<file path="config.mk">
export PLATFORM = sky130hd
export DESIGN_NAME = skinny_inv_superbox32_dom1
export DESIGN_NICKNAME = d
export VERILOG_FILES = /design/src/rtl/skinny_inv_superbox32_dom1.sv
export SDC_FILE = /design/constraint.sdc
export NUM_CORES = 1
export LEC_CHECK = 0
export CAP_MARGIN = 20
export CORE_MARGIN = 1
export CORE_UTILIZATION = 47
export CTS_CLUSTER_DIAMETER = 30
export DETAILED_ROUTE_END_ITERATION = 6
export PLACE_DENSITY = 0.78
export SLEW_MARGIN = 25
export SYNTH_ARGS = -nofsm -noshare
export SYNTH_HDL_FRONTEND = slang
export SYNTH_SLANG_ARGS = --single-unit
</file>
<file path="constraint.sdc">
create_clock -name clk -period 21.2 [get_ports clk]
set_input_delay 4.24 -clock clk [delete_from_list [all_inputs] [get_ports clk]]
set_output_delay 4.24 -clock clk [all_outputs]
set_load 0.005 [all_outputs]
</file>
<file path="src/rtl/skinny_inv_superbox32_dom1.sv">
// Inverse SKINNY-128 superbox on one column: inverse MixColumns, key add, then four inverse
// S-boxes, first-order DOM masked over two shares with one nonlinear layer per cycle.
module skinny_inv_superbox32_dom1 (
   input  logic        clk,
   input  logic        rst,
   input  logic [31:0] si0,
   input  logic [31:0] si1,
   input  logic [15:0] k0,
   input  logic [15:0] k1,
   input  logic [31:0] r,
   input  logic        in_valid,
   output logic        in_ready,
   output logic [31:0] so0,
   output logic [31:0] so1,
   output logic        out_valid,
   input  logic        out_ready
);

   localparam logic [2:0] StIdle = 3'd0;
   localparam logic [2:0] StL1   = 3'd1;
   localparam logic [2:0] StL2   = 3'd2;
   localparam logic [2:0] StL3   = 3'd3;
   localparam logic [2:0] StL4   = 3'd4;
   localparam logic [2:0] StDone = 3'd5;

   logic [2:0]  state_q, state_d;
   logic [31:0] s0_q, s1_q, rnd_q;

   // Per layer: linear state of each share, DOM inner products and refreshed cross terms.
   logic [31:0] lin0_q [4];
   logic [31:0] lin1_q [4];
   logic [7:0]  inr0_q [4];
   logic [7:0]  inr1_q [4];
   logic [7:0]  crs0_q [4];
   logic [7:0]  crs1_q [4];

   logic [31:0] x0 [4];
   logic [31:0] x1 [4];
   logic [31:0] y0 [4];
   logic [31:0] y1 [4];
   logic [7:0]  ga0 [4];
   logic [7:0]  gb0 [4];
   logic [7:0]  ga1 [4];
   logic [7:0]  gb1 [4];
   logic [3:0]  layer_en;
   logic        accept;

   function automatic logic [31:0] inv_mix_col(input logic [31:0] m);
      logic [31:0] a;
      a[31:24] = m[23:16];
      a[23:16] = m[15:8] ^ m[7:0] ^ m[23:16];
      a[15:8]  = m[7:0] ^ m[23:16];
      a[7:0]   = m[31:24] ^ m[7:0];
      return a;
   endfunction

   function automatic logic [31:0] swap_bits(input logic [31:0] x);
      return (x & 32'hF9F9_F9F9) | ((x >> 1) & 32'h0202_0202) | ((x << 1) & 32'h0404_0404);
   endfunction

   function automatic logic [31:0] perm_inv(input logic [31:0] x);
      return ((x & 32'h0808_0808) << 1) | ((x & 32'h3232_3232) << 2)
           | ((x & 32'h0101_0101) << 5) | ((x & 32'hC0C0_C0C0) >> 5)
           | ((x & 32'h0404_0404) >> 2);
   endfunction

   // Gate 2b targets bit 0 of byte b (inputs bits 3,2); gate 2b+1 targets bit 4 (bits 7,6).
   function automatic logic [7:0] gate_a(input logic [31:0] x);
      logic [7:0] g;
      for (int b = 0; b < 4; b++) begin
         g[2*b]   = x[8*b+3];
         g[2*b+1] = x[8*b+7];
      end
      return g;
   endfunction

   function automatic logic [7:0] gate_b(input logic [31:0] x);
      logic [7:0] g;
      for (int b = 0; b < 4; b++) begin
         g[2*b]   = x[8*b+2];
         g[2*b+1] = x[8*b+6];
      end
      return g;
   endfunction

   function automatic logic [31:0] spread(input logic [7:0] q);
      logic [31:0] e;
      e = '0;
      for (int b = 0; b < 4; b++) begin
         e[8*b]   = q[2*b];
         e[8*b+4] = q[2*b+1];
      end
      return e;
   endfunction

   assign accept    = in_valid & in_ready;
   assign in_ready  = (state_q == StIdle);
   assign out_valid = (state_q == StDone);
   assign layer_en  = {state_q == StL4, state_q == StL3, state_q == StL2, state_q == StL1};
   assign so0       = y0[3];
   assign so1       = y1[3];

   always_comb begin
      for (int l = 0; l < 4; l++) begin
         y0[l] = lin0_q[l] ^ spread(inr0_q[l] ^ crs0_q[l]);
         y1[l] = lin1_q[l] ^ spread(inr1_q[l] ^ crs1_q[l]);
      end
   end

   always_comb begin
      x0[0] = swap_bits(s0_q);
      x1[0] = swap_bits(s1_q);
      for (int l = 1; l < 4; l++) begin
         x0[l] = perm_inv(y0[l-1]);
         x1[l] = perm_inv(y1[l-1]);
      end
   end

   // NOR(a,b) = AND(~a,~b); inverting only share 0 inverts the shared value.
   always_comb begin
      for (int l = 0; l < 4; l++) begin
         ga0[l] = ~gate_a(x0[l]);
         gb0[l] = ~gate_b(x0[l]);
         ga1[l] = gate_a(x1[l]);
         gb1[l] = gate_b(x1[l]);
      end
   end

   always_comb begin
      state_d = state_q;
      case (state_q)
         StIdle:  if (in_valid) state_d = StL1;
         StL1:    state_d = StL2;
         StL2:    state_d = StL3;
         StL3:    state_d = StL4;
         StL4:    state_d = StDone;
         StDone:  if (out_ready) state_d = StIdle;
         default: state_d = StIdle;
      endcase
   end

   always_ff @(posedge clk or posedge rst) begin
      if (rst) begin
         state_q <= StIdle;
         s0_q    <= '0;
         s1_q    <= '0;
         rnd_q   <= '0;
         for (int l = 0; l < 4; l++) begin
            lin0_q[l] <= '0;
            lin1_q[l] <= '0;
            inr0_q[l] <= '0;
            inr1_q[l] <= '0;
            crs0_q[l] <= '0;
            crs1_q[l] <= '0;
         end
      end else begin
         state_q <= state_d;
         if (accept) begin
            s0_q  <= inv_mix_col(si0) ^ {k0, 16'h0000};
            s1_q  <= inv_mix_col(si1) ^ {k1, 16'h0000};
            rnd_q <= r;
         end
         for (int l = 0; l < 4; l++) begin
            if (layer_en[l]) begin
               lin0_q[l] <= x0[l];
               lin1_q[l] <= x1[l];
               inr0_q[l] <= ga0[l] & gb0[l];
               inr1_q[l] <= ga1[l] & gb1[l];
               crs0_q[l] <= (ga0[l] & gb1[l]) ^ rnd_q[8*l +: 8];
               crs1_q[l] <= (ga1[l] & gb0[l]) ^ rnd_q[8*l +: 8];
            end
         end
      end
   end

endmodule

</file>
# After elaboration in Yosys (flattened, before gate mapping)
# Cells that the tools add are included.
[word_totals]
regBits = 483
input_bits = 132
[op_classes]
muxes = 3
bitwise = 87
reduce_logical = 2
n_eq_ne = 7
[ops]
columns = ["operator", "n"]
rows = [
  ["32-bit by 27-bit OR with 32-bit output", 8],
  ["32-bit by 29-bit XOR with 32-bit output", 8],
  ["29-bit by 32-bit OR with 32-bit output", 6],
  ["32-bit by 25-bit OR with 32-bit output", 6],
  ["32-bit by 30-bit OR with 32-bit output", 6],
  ["8-bit XOR", 24],
  ["8-bit bitwise AND", 16],
  ["8-bit NOT", 8],
  ["32-bit by 26-bit OR with 32-bit output", 2],
  ["32-bit XOR", 2],
  ["3-bit one-hot mux with 6 select lines", 1],
  ["3-bit by 2-bit equality test with 1-bit output (second input constant)", 2],
  ["3-bit equality test (second input constant)", 2],
  ["3-bit two-way mux", 2],
  ["3-bit by 1-bit equality test with 1-bit output (second input constant)", 1],
  ["3-bit logical NOT", 1],
  ["2-bit by 1-bit != test with 1-bit output (second input constant)", 1],
  ["2-bit != test (second input constant)", 1],
  ["2-bit AND reduction", 1],
  ["1-bit bitwise AND", 1],
]

# Longest topological paths before layout
# Gate-level depths: netlist (run 1).
[logic_depth]
word_depth = 9
ltp_mapped = 8

# Worst setup path before layout (run 1)
# No wires, ideal clock.
[synth_timing]
path_kind = "input -> register"
from = "input in_valid"
to = "register rnd_q[26]"
path_stages = 4
setup_slack_ns = 16.130
arrival_time_ns = 4.945
required_time_ns = 21.075
setup_ns = 0.125
cell_sequence = "and2_1 buf_4 buf_6 mux2_2"
[synth_between]
elab_chain_len = 1
[synth_rtl]
columns = ["item", "line_no", "source"]
rows = [
  ["start: declaration", "11", "input logic in_valid,"],
  ["1-bit bitwise AND", "96", "assign accept = in_valid & in_ready;"],
  ["end signal: assignment", "161", "rnd_q <= r;"],
  ["end: declaration", "27", "logic [31:0] s0_q, s1_q, rnd_q;"],
]
# No other way between the ends.
# A chain may end at the register's enable or synchronous reset.

==> results of run 1 <==
-- placed cells by master, fill, tap and decap left out, types with 2 or more instances in the layout --
| cell type | netlist | final |
|---|---|---|
| a21oi_1 | 36 | 36 |
| clkinv_8 | 0 | 3 |
| o21ai_1 | 10 | 10 |
| dfrtp_1 | 483 | 483 |
| buf_4 | 59 | 10 |
| nor2b_1 | 40 | 40 |
| a22o_1 | 12 | 12 |
| clkbuf_16 | 0 | 93 |
| nand2_1 | 816 | 815 |
| inv_8 | 0 | 4 |
| inv_6 | 0 | 11 |
| o31ai_1 | 16 | 16 |
| clkinv_4 | 0 | 8 |
| nand3b_1 | 2 | 2 |
| o31ai_2 | 4 | 4 |
| and3b_1 | 2 | 2 |
| clkinvlp_4 | 0 | 7 |
| a21oi_2 | 36 | 36 |
| xor2_1 | 36 | 36 |
| mux2_2 | 32 | 32 |
| clkbuf_1 | 33 | 10 |
| nor2_1 | 97 | 97 |
| clkbuf_8 | 0 | 12 |
| nand3_1 | 20 | 20 |
| buf_6 | 17 | 4 |
| o21ai_0 | 106 | 106 |
| bufinv_16 | 0 | 17 |
| clkinv_2 | 0 | 9 |
| clkdlybuf4s50_1 | 0 | 197 |
| xnor2_1 | 188 | 188 |
| xnor3_1 | 24 | 24 |
| or3b_4 | 1 | 2 |
-- kinds of logic after synthesis --
family | after synthesis | synth area share (%)
simple gates | 986 | 18.4
flops | 483 | 57.0
xor+xnor | 248 | 11.8
compound gates | 221 | 6.42
buf+inv | 154 | 4.63
mux | 32 | 1.70
-- report_power, final --
part	leakage (nW)	switching, mW	internal, mW
combinational	4.82	0.812	0.734
clock	1.65	0.503	1.06
sequential	5.99	0.391	1.36
total	12.5	1.71	3.15
-- how the worst max path moves through the flow --
stage / start / end / slack (ns) / cells after the start
after global placement: rst / lin0_q[14] / 13.00 / 5
final: rst / crs1_q[9] / 14.52 / 6
after floorplan: rst / crs0_q[0] / 3.48 / 1
after detailed placement: rst / crs0_q[16] / 12.89 / 5
after CTS: rst / crs1_q[8] / 13.52 / 5
after global routing: rst / crs1_q[8] / 14.04 / 6
-- worst max-delay path, delay by kind of cell --
kind,cells,cell delay [ns]
buf+inv,6,3.07
-- stage by stage --
stage,hold WS (ns),util [%],power (mW),setup slack [ns],instance area [µm²]
after floorplan,0.439,-,2.77,3.48,21200
after global placement,0.449,52.0,3.20,13.00,23100
after detailed placement,0.451,52.0,3.27,12.89,23100
after CTS,0.468,59.7,4.88,13.52,26500
after global routing,0.483,59.8,5.15,14.04,26500
final,0.455,59.8,4.86,14.52,26500
-- area by class of cell --
type / count / area [µm²]
fillers: 3491 / 17800
flip-flops and latches: 483 / 12100
multi-input cells: 1487 / 8140
clock buffers: 115 / 2530
repair buffers: 212 / 2120
clock inverters: 59 / 887
well taps: 592 / 741
inverters: 1 / 11.3
-- routing by layer --
layer  global-route usage, %  vias to the layer above  part of all wire, %
met5                       0                        -                    0
met4                    7.48                        0                  2.3
met3                    3.83                       80                  5.9
met2                    33.4                      486                   45
met1                    32.3                     7284                   47
li1                        -                     7035                    -
-- state kept, by name (all words and copies together) (netlist names) --
register / cells
lin0_q: 128
lin1_q: 128
crs0_q: 32
crs1_q: 32
inr0_q: 32
inr1_q: 32
rnd_q: 32
s0_q: 32
s1_q: 32
state_q: 3
-- synthesized netlist by cell type --
cell type | n | area, µm²
buf_6 | 17 | 191
nand3_1 | 20 | 100
nand2_1 | 816 | 3060
or3b_1 | 1 | 8.76
o21ai_1 | 10 | 50.1
xnor3_1 | 24 | 541
clkbuf_2 | 1 | 5.00
nor2_1 | 97 | 364
buf_1 | 1 | 3.75
o31ai_1 | 16 | 120
and2_1 | 2 | 12.5
a22o_1 | 12 | 105
dfrtp_1 | 483 | 12100
nor3b_1 | 1 | 7.51
or3b_4 | 1 | 11.3
o21ai_0 | 106 | 531
buf_2 | 42 | 210
nand2b_1 | 1 | 6.26
nor3_4 | 1 | 16.3
a21oi_2 | 36 | 315
mux2_2 | 32 | 360
clkbuf_1 | 33 | 124
nand3b_1 | 2 | 15.0
a221oi_1 | 1 | 8.76
xnor2_1 | 188 | 1650
xor2_1 | 36 | 315
a21oi_1 | 36 | 180
o31ai_2 | 4 | 50.1
nor3_1 | 1 | 5.00
nor3b_4 | 1 | 18.8
buf_4 | 59 | 443
inv_1 | 1 | 3.75
and3b_1 | 2 | 17.5
nor2b_1 | 40 | 250
==> reports/qor.csv, run 1 <==
metric,value,unit
largest net degree at the start of global routing,127,
"Avg Cell Area, Syn",9.97,µm²
clock root cell,clkbuf_16,
syn_nets,2256,
Crit Path Category,input port to asynchronous set/reset pin,
run status,"finished, final reports clean",
worst r2r src,state_q[2],
cell mode on critical path,buf_6,
die height,214,µm
Die X,214,µm
setup bufs post-CTS,0,
endpoints failing setup,0,
WL final,50.0,mm
dpl cells,2774,
aggregate global-route resource usage,22.1,%
I/O Pins,198,
Worst Hold End,lin1_q[32],
critical-path cell list,"clkdlybuf4s50_1, inv_8, buf_6, buf_6, buf_4, buf_16",
r2r setup slk,18.34,ns
first-pass iteration count of the detailed router,5,
MaxCap Viol Count,0,
post_cts resized,0,
Vias,14900,
Yosys reg bits,483,
crit-path max cell delay,0.64,ns
CTS Buf Count,93,
clock-pin slew on the worst setup and hold paths,0.05,ns
Max IR drop VDD,86.1,µV
final slew viol count,0,
via/cell ratio,5.05,
fmax,150,MHz
CTS Hold Buffers Added,0,
time the worst path needs with I/O delays and setup,6.68,ns
Synth warnings,0,
Worst Path Max Fanout,126,
CTS tree,yes,
Initial Util,47.8,%
DRC,0,
WHS Path Cells,2,
gpl congestion,0.813,
sequential area share after synthesis,57.0,%
first-pass GRT wire length,80.9,mm
worst-margin pin slew,0.922,ns
Slew Limit Headroom,38.5,%
"Slowest-stage cell, CP",buf_6,
"Cell Area, Synth",21200,µm²
worst min-delay path category,flip-flop to flip-flop,
grt total ovfl,0,
Layout Cells excl Fill,2949,
RSZ-0062 raised after global routing,false,
r2r endpoint,rnd_q[4],
"Clk Latency, worst-skew pair",0.62,ns
antenna violations before repair,0,
fin crit share,31.5,%
setup TNS,0,ns
"Hold Vio Cnt, Final",0,
Clock Sinks,483,
IO buf count,197,
Syn-to-layout area delta,25.1,%
First DRT Iteration DRCs,1623,
Diodes inserted,0,
Core Region,44300,µm²
H-tree depth,3,
reg2reg path depth,4,
Setup crit start kind,input port,
static leakage,12.5,nW
CP endpoint kind,asynchronous set/reset pin,
wire length per cell,16.9,µm
vias in the first global route,14900,
clk buf depth,3,
die area,45900,µm²
P per Cell Area,183,nW/µm²
Layout Skew,0.0291,ns
Post-Synthesis Cells,2124,
post-synth cell types,34,
NumNets Final,2410,
fraction of layout cells with a size suffix above 1,11.0,%
Routed Antenna Nets,0,
WP data required,21.97,ns
Site Rows,77,
crit path DAT,7.45,ns
Hold Path Origin,lin1_q[66],
Post-DP HPWL,32.9,mm
(Power assumes the default switching activity.)
==> run 2: changes to the inputs <==
--- a/config.mk
+++ b/config.mk
@@ -10,7 +10,7 @@
 export CORE_UTILIZATION = 47
 export CTS_CLUSTER_DIAMETER = 30
 export DETAILED_ROUTE_END_ITERATION = 6
-export PLACE_DENSITY = 0.78
+export PLACE_DENSITY = 0.81
 export SLEW_MARGIN = 25
 export SYNTH_ARGS = -nofsm -noshare
 export SYNTH_HDL_FRONTEND = slang
==> constraint.sdc (replaced) <==
create_clock -name clk -period 6.1 [get_ports clk]
set_input_delay 1.22 -clock clk [delete_from_list [all_inputs] [get_ports clk]]
set_output_delay 1.22 -clock clk [all_outputs]
set_load 0.005 [all_outputs]
==> reports/qor.csv, run 2 (synthesis gave the netlist of run 1 again) <==
metric,value,unit
run status,"finished, final reports clean",
die area,45900,µm²
Worst Path Max Fanout,14,
Max IR drop VDD,295,µV
"Clk Latency, worst-skew pair",0.58,ns
reg2reg path depth,5,
fraction of layout cells with a size suffix above 1,10.7,%
Hold Path Origin,lin0_q[59],
Die X,214,µm
via/cell ratio,5.12,
Diodes inserted,0,
clk buf depth,3,
Final Instance Area,26300,µm²
die height,214,µm
"commonest non-fill, non-tap cell in the layout",nand2_1,
Syn-to-layout area delta,23.9,%
Layout Skew,0.0168,ns
Setup crit start kind,flip-flop,
P per Cell Area,627,nW/µm²
Core Region,44300,µm²
setup TNS,0,ns
Crit Path Category,flip-flop to output port,
fmax,297,MHz
H-tree depth,3,
Post-DP HPWL,32.6,mm
"Hold Vio Cnt, Final",0,
endpoints failing setup,0,
worst min-delay path category,flip-flop to flip-flop,
CTS tree,yes,
I/O Pins,198,
wire length per cell,17.1,µm
crit-path max cell delay,0.69,ns
Routed Antenna Nets,0,
worst r2r src,state_q[2],
Initial Util,47.8,%
Worst Hold End,lin0_q[28],
MaxCap Viol Count,0,
CTS Buf Count,87,
post_cts resized,0,
WP data required,4.88,ns
NumNets Final,2406,
gpl congestion,0.832,
aggregate global-route resource usage,22.1,%
CP endpoint kind,output port,
Placement Cell Area,23100,µm²
RSZ-0062 raised after global routing,false,
clock root cell,clkbuf_16,
r2r setup slk,3.57,ns
First DRT Iteration DRCs,1422,
most frequent cells in the layout,"nand2_1 (815), dfrtp_1 (483), clkdlybuf4s50_1 (197)",
grt total ovfl,0,
vias in the first global route,15200,
DRC,0,
Top Registers,"lin0_q x128, lin1_q x128",
"Slowest-stage cell, CP",dfrtp_1,
worst hold slack,0.456,ns
WHS Path Cells,2,
time the worst path needs with I/O delays and setup,3.37,ns
first-pass GRT wire length,80.8,mm
Slew Limit Headroom,33.3,%
IO buf count,197,
setup bufs post-CTS,0,
first-pass iteration count of the detailed router,5,
largest net degree at the start of global routing,205,
static leakage,12.3,nW
Site Rows,77,
fin crit share,55.3,%
Vias,15100,
clock-pin slew on the worst setup and hold paths,0.05,ns
WL final,50.3,mm
final slew viol count,0,
crit path DAT,2.15,ns
worst-margin pin slew,1.00,ns
antenna violations before repair,2,
Clock Sinks,483,
r2r endpoint,inr0_q[9],
Layout fillers,3477,
critical-path cell list,"and3b_1, clkdlybuf4s50_1",
CTS Hold Buffers Added,0,
[run 2: area by class of cell]
cell class,instances,area (µm²),area share (%)
clock buffers,109,2460,9.35
well taps,592,741,2.82
multi-input cells,1487,8140,31.0
flip-flops and latches,483,12100,46.0
inverters,1,7.51,0.0286
clock inverters,52,642,2.44
repair buffers,214,2180,8.32
[run 2: how the worst max path moves through the flow]
stage          startpoint         to  slack, ns
3_3_place_gp     in_valid  rnd_q[25]       2.77
3_5_place_dp     in_valid  rnd_q[29]       2.73
4_1_cts        state_q[2]  out_valid       2.70
6_report       state_q[2]  out_valid       2.73
5_1_grt        state_q[2]  out_valid       2.67
2_1_floorplan         rst  crs0_q[0]      -1.67
[run 2: critical path: cells and delay by family (launching register included)]
| family | cells | cell delay [ns] |
|---|---|---|
| and+or+nand+nor | 1 | 0.34 |
| buffers and inverters | 1 | 0.55 |
| DFF | 1 | 0.69 |
[run 2: layer usage]
layer / global-route usage (%) / wire (µm) / vias to the layer above
met2: 34.8 / 23400 / 542
met5: 0 / 0 / -
met4: 7.05 / 1280 / 0
met3: 3.93 / 3290 / 97
li1: - / - / 7014
met1: 31.1 / 22400 / 7403
[run 2: power by group]
part	leakage [nW]	switching (mW)	internal, mW
Clock	1.50	1.65	3.34
Sequential	5.99	1.33	4.71
Combinational	4.84	2.88	2.56
[run 2: per-stage QoR]
step	setup WS, ns	cells	util (%)	power (mW)
2_1_floorplan	-1.67	2124	-	9.62
3_3_place_gp	2.77	2775	52.1	11.1
3_5_place_dp	2.73	2775	52.1	11.4
4_1_cts	2.70	2936	59.1	16.5
5_1_grt	2.67	2938	59.2	17.4
6_report	2.73	2938	59.2	16.5
==> RTL change: new RTL, config.mk and constraints of run 1 <==
Make the reset (`rst`) synchronous in one clocked block.
--- a/src/rtl/skinny_inv_superbox32_dom1.sv
+++ b/src/rtl/skinny_inv_superbox32_dom1.sv
@@ -140,5 +140,5 @@
    end
 
-   always_ff @(posedge clk or posedge rst) begin
+   always_ff @(posedge clk) begin
       if (rst) begin
          state_q <= StIdle;
Formal check against the unedited RTL: differs if rst is asserted again (counterexample within 4 cycles, from zero or initial values and one cycle with rst high); with rst held inactive, the same outputs for 4 cycles.
==> RTL change against run 1 <==
Worst setup slack improved by 0.034 ns. Wire length decreased by 18%. Fmax grew 0.51%. Utilization is 0.56 points lower. Final area is 3.5% lower. Sequential cell count did not move. Clock skew is 0.0022 ns lower. Synthesized area fell by 2.7%. Critical path type is now flop to output pin.
Power is not compared: it rests on default switching activity, and its combinational part moved more than twofold at a synthesized area within 25%.
==> RTL change: results (changes against run 1) <==
- XOR/XNOR share of the synthesized area: 0.112 (was 0.118)
- Global-route wire length before repair: 62.8 mm (was 80.9 mm)
- Placed cells: 2239 (was 2774)
- Top cells by area in the synthesized netlist: edfxtp_1, dfxtp_1, xnor2_1 (was dfrtp_1, nand2_1, xnor2_1)
- Final clock-cell share: 0.109 (was 0.129)
- Compound-Gate Fraction of Synth Area: 0.0328 (was 0.0642)
- Post-synth net total: 1697 (was 2256)
- Multi-Input Combinational: 959 (was 1487)
- Worst Tran Pin Value: 0.983 ns (was 0.922 ns)
- Share of post-route cells with drive strength above 1: 0.0899 (was 0.110)
- Hpwl dp: 27.8 mm (was 32.9 mm)
- Sequential share of the synthesized area: 0.655 (was 0.570)
- Hold_sp: rnd_q[15]$_SDFFE_PP0P_ (was lin1_q[66]$_DFFE_PP0N_)
- Via count: 11700 (was 14900)
- Largest area contributor in the netlist: edfxtp_1 (was dfrtp_1)
- Largest net degree at the start of global routing: 133 (was 127)
- Final wirelength: 40.8 mm (was 50.0 mm)
- R2R Path Start: state_q[0]$_SDFFE_PP0P_ (was state_q[2]$_DFFE_PP0P_)
- Met2 Track Usage GR: 0.295 (was 0.334)
- Mux cell area share after synthesis: 0.0117 (was 0.0170)
- Most common library cells after synthesis: edfxtp_1, and2_1, nor2_1, xnor2_1, dfxtp_1 (was nand2_1, dfrtp_1, xnor2_1, o21ai_0, nor2_1)
- Status: complete, no violations (unchanged)
- CTS buffer count: 86 (was 93)
- Filler cells: 3264 (was 3491)
- End point of the critical path: out_valid (was crs1_q[9]$_DFFE_PP0N_)
- Slowest-stage cell, CP: dfxtp_1 (was buf_6)
- Nets@finish: 1874 (was 2410)
- CP max FO: 17 (was 126)
- Met3 usage: 0.0363 (was 0.0383)
- Clkbuf count: 112 (was 115)
- Clock Latency Late Sink: 0.59 ns (was 0.62 ns)
- Routability cong.: 0.836 (was 0.813)
RTL change: cell count changes in the layout (fill, tap and decap cells not counted), sizes merged, moves of 32 or more:
cell,before,now
o21ai,116,0
a21oi,72,33
dfxtp,0,99
nand2,816,98
dfrtp,483,0
a211oi,0,62
and2,2,208
nor2,97,178
edfxtp,0,384
mux2,32,0
RTL change: worst register-to-register path: stages (launching register included):
cell and delay [ns]:
dfxtp_1 0.85, nand2b_1 0.36, o21bai_4 0.66, buf_4 0.79
RTL change: metrics by stage:
step                      instance area, um^2  total power [mW]  utilization  hold WS [ns]
after detailed placement                22800              1.48        0.528         0.457
after floorplan                         20600              1.37            -         0.444
after global placement                  22800              1.47        0.527         0.455
final                                   25600              2.75        0.593         0.463
after CTS                               25600              2.77        0.592         0.463
after global routing                    25600              2.84        0.593         0.488
RTL change: layer usage:
metal,up-vias,wire [um]
li1,5714,-
met1,5492,18500
met2,400,18800
met3,83,2270
met4,0,1170
met5,-,0
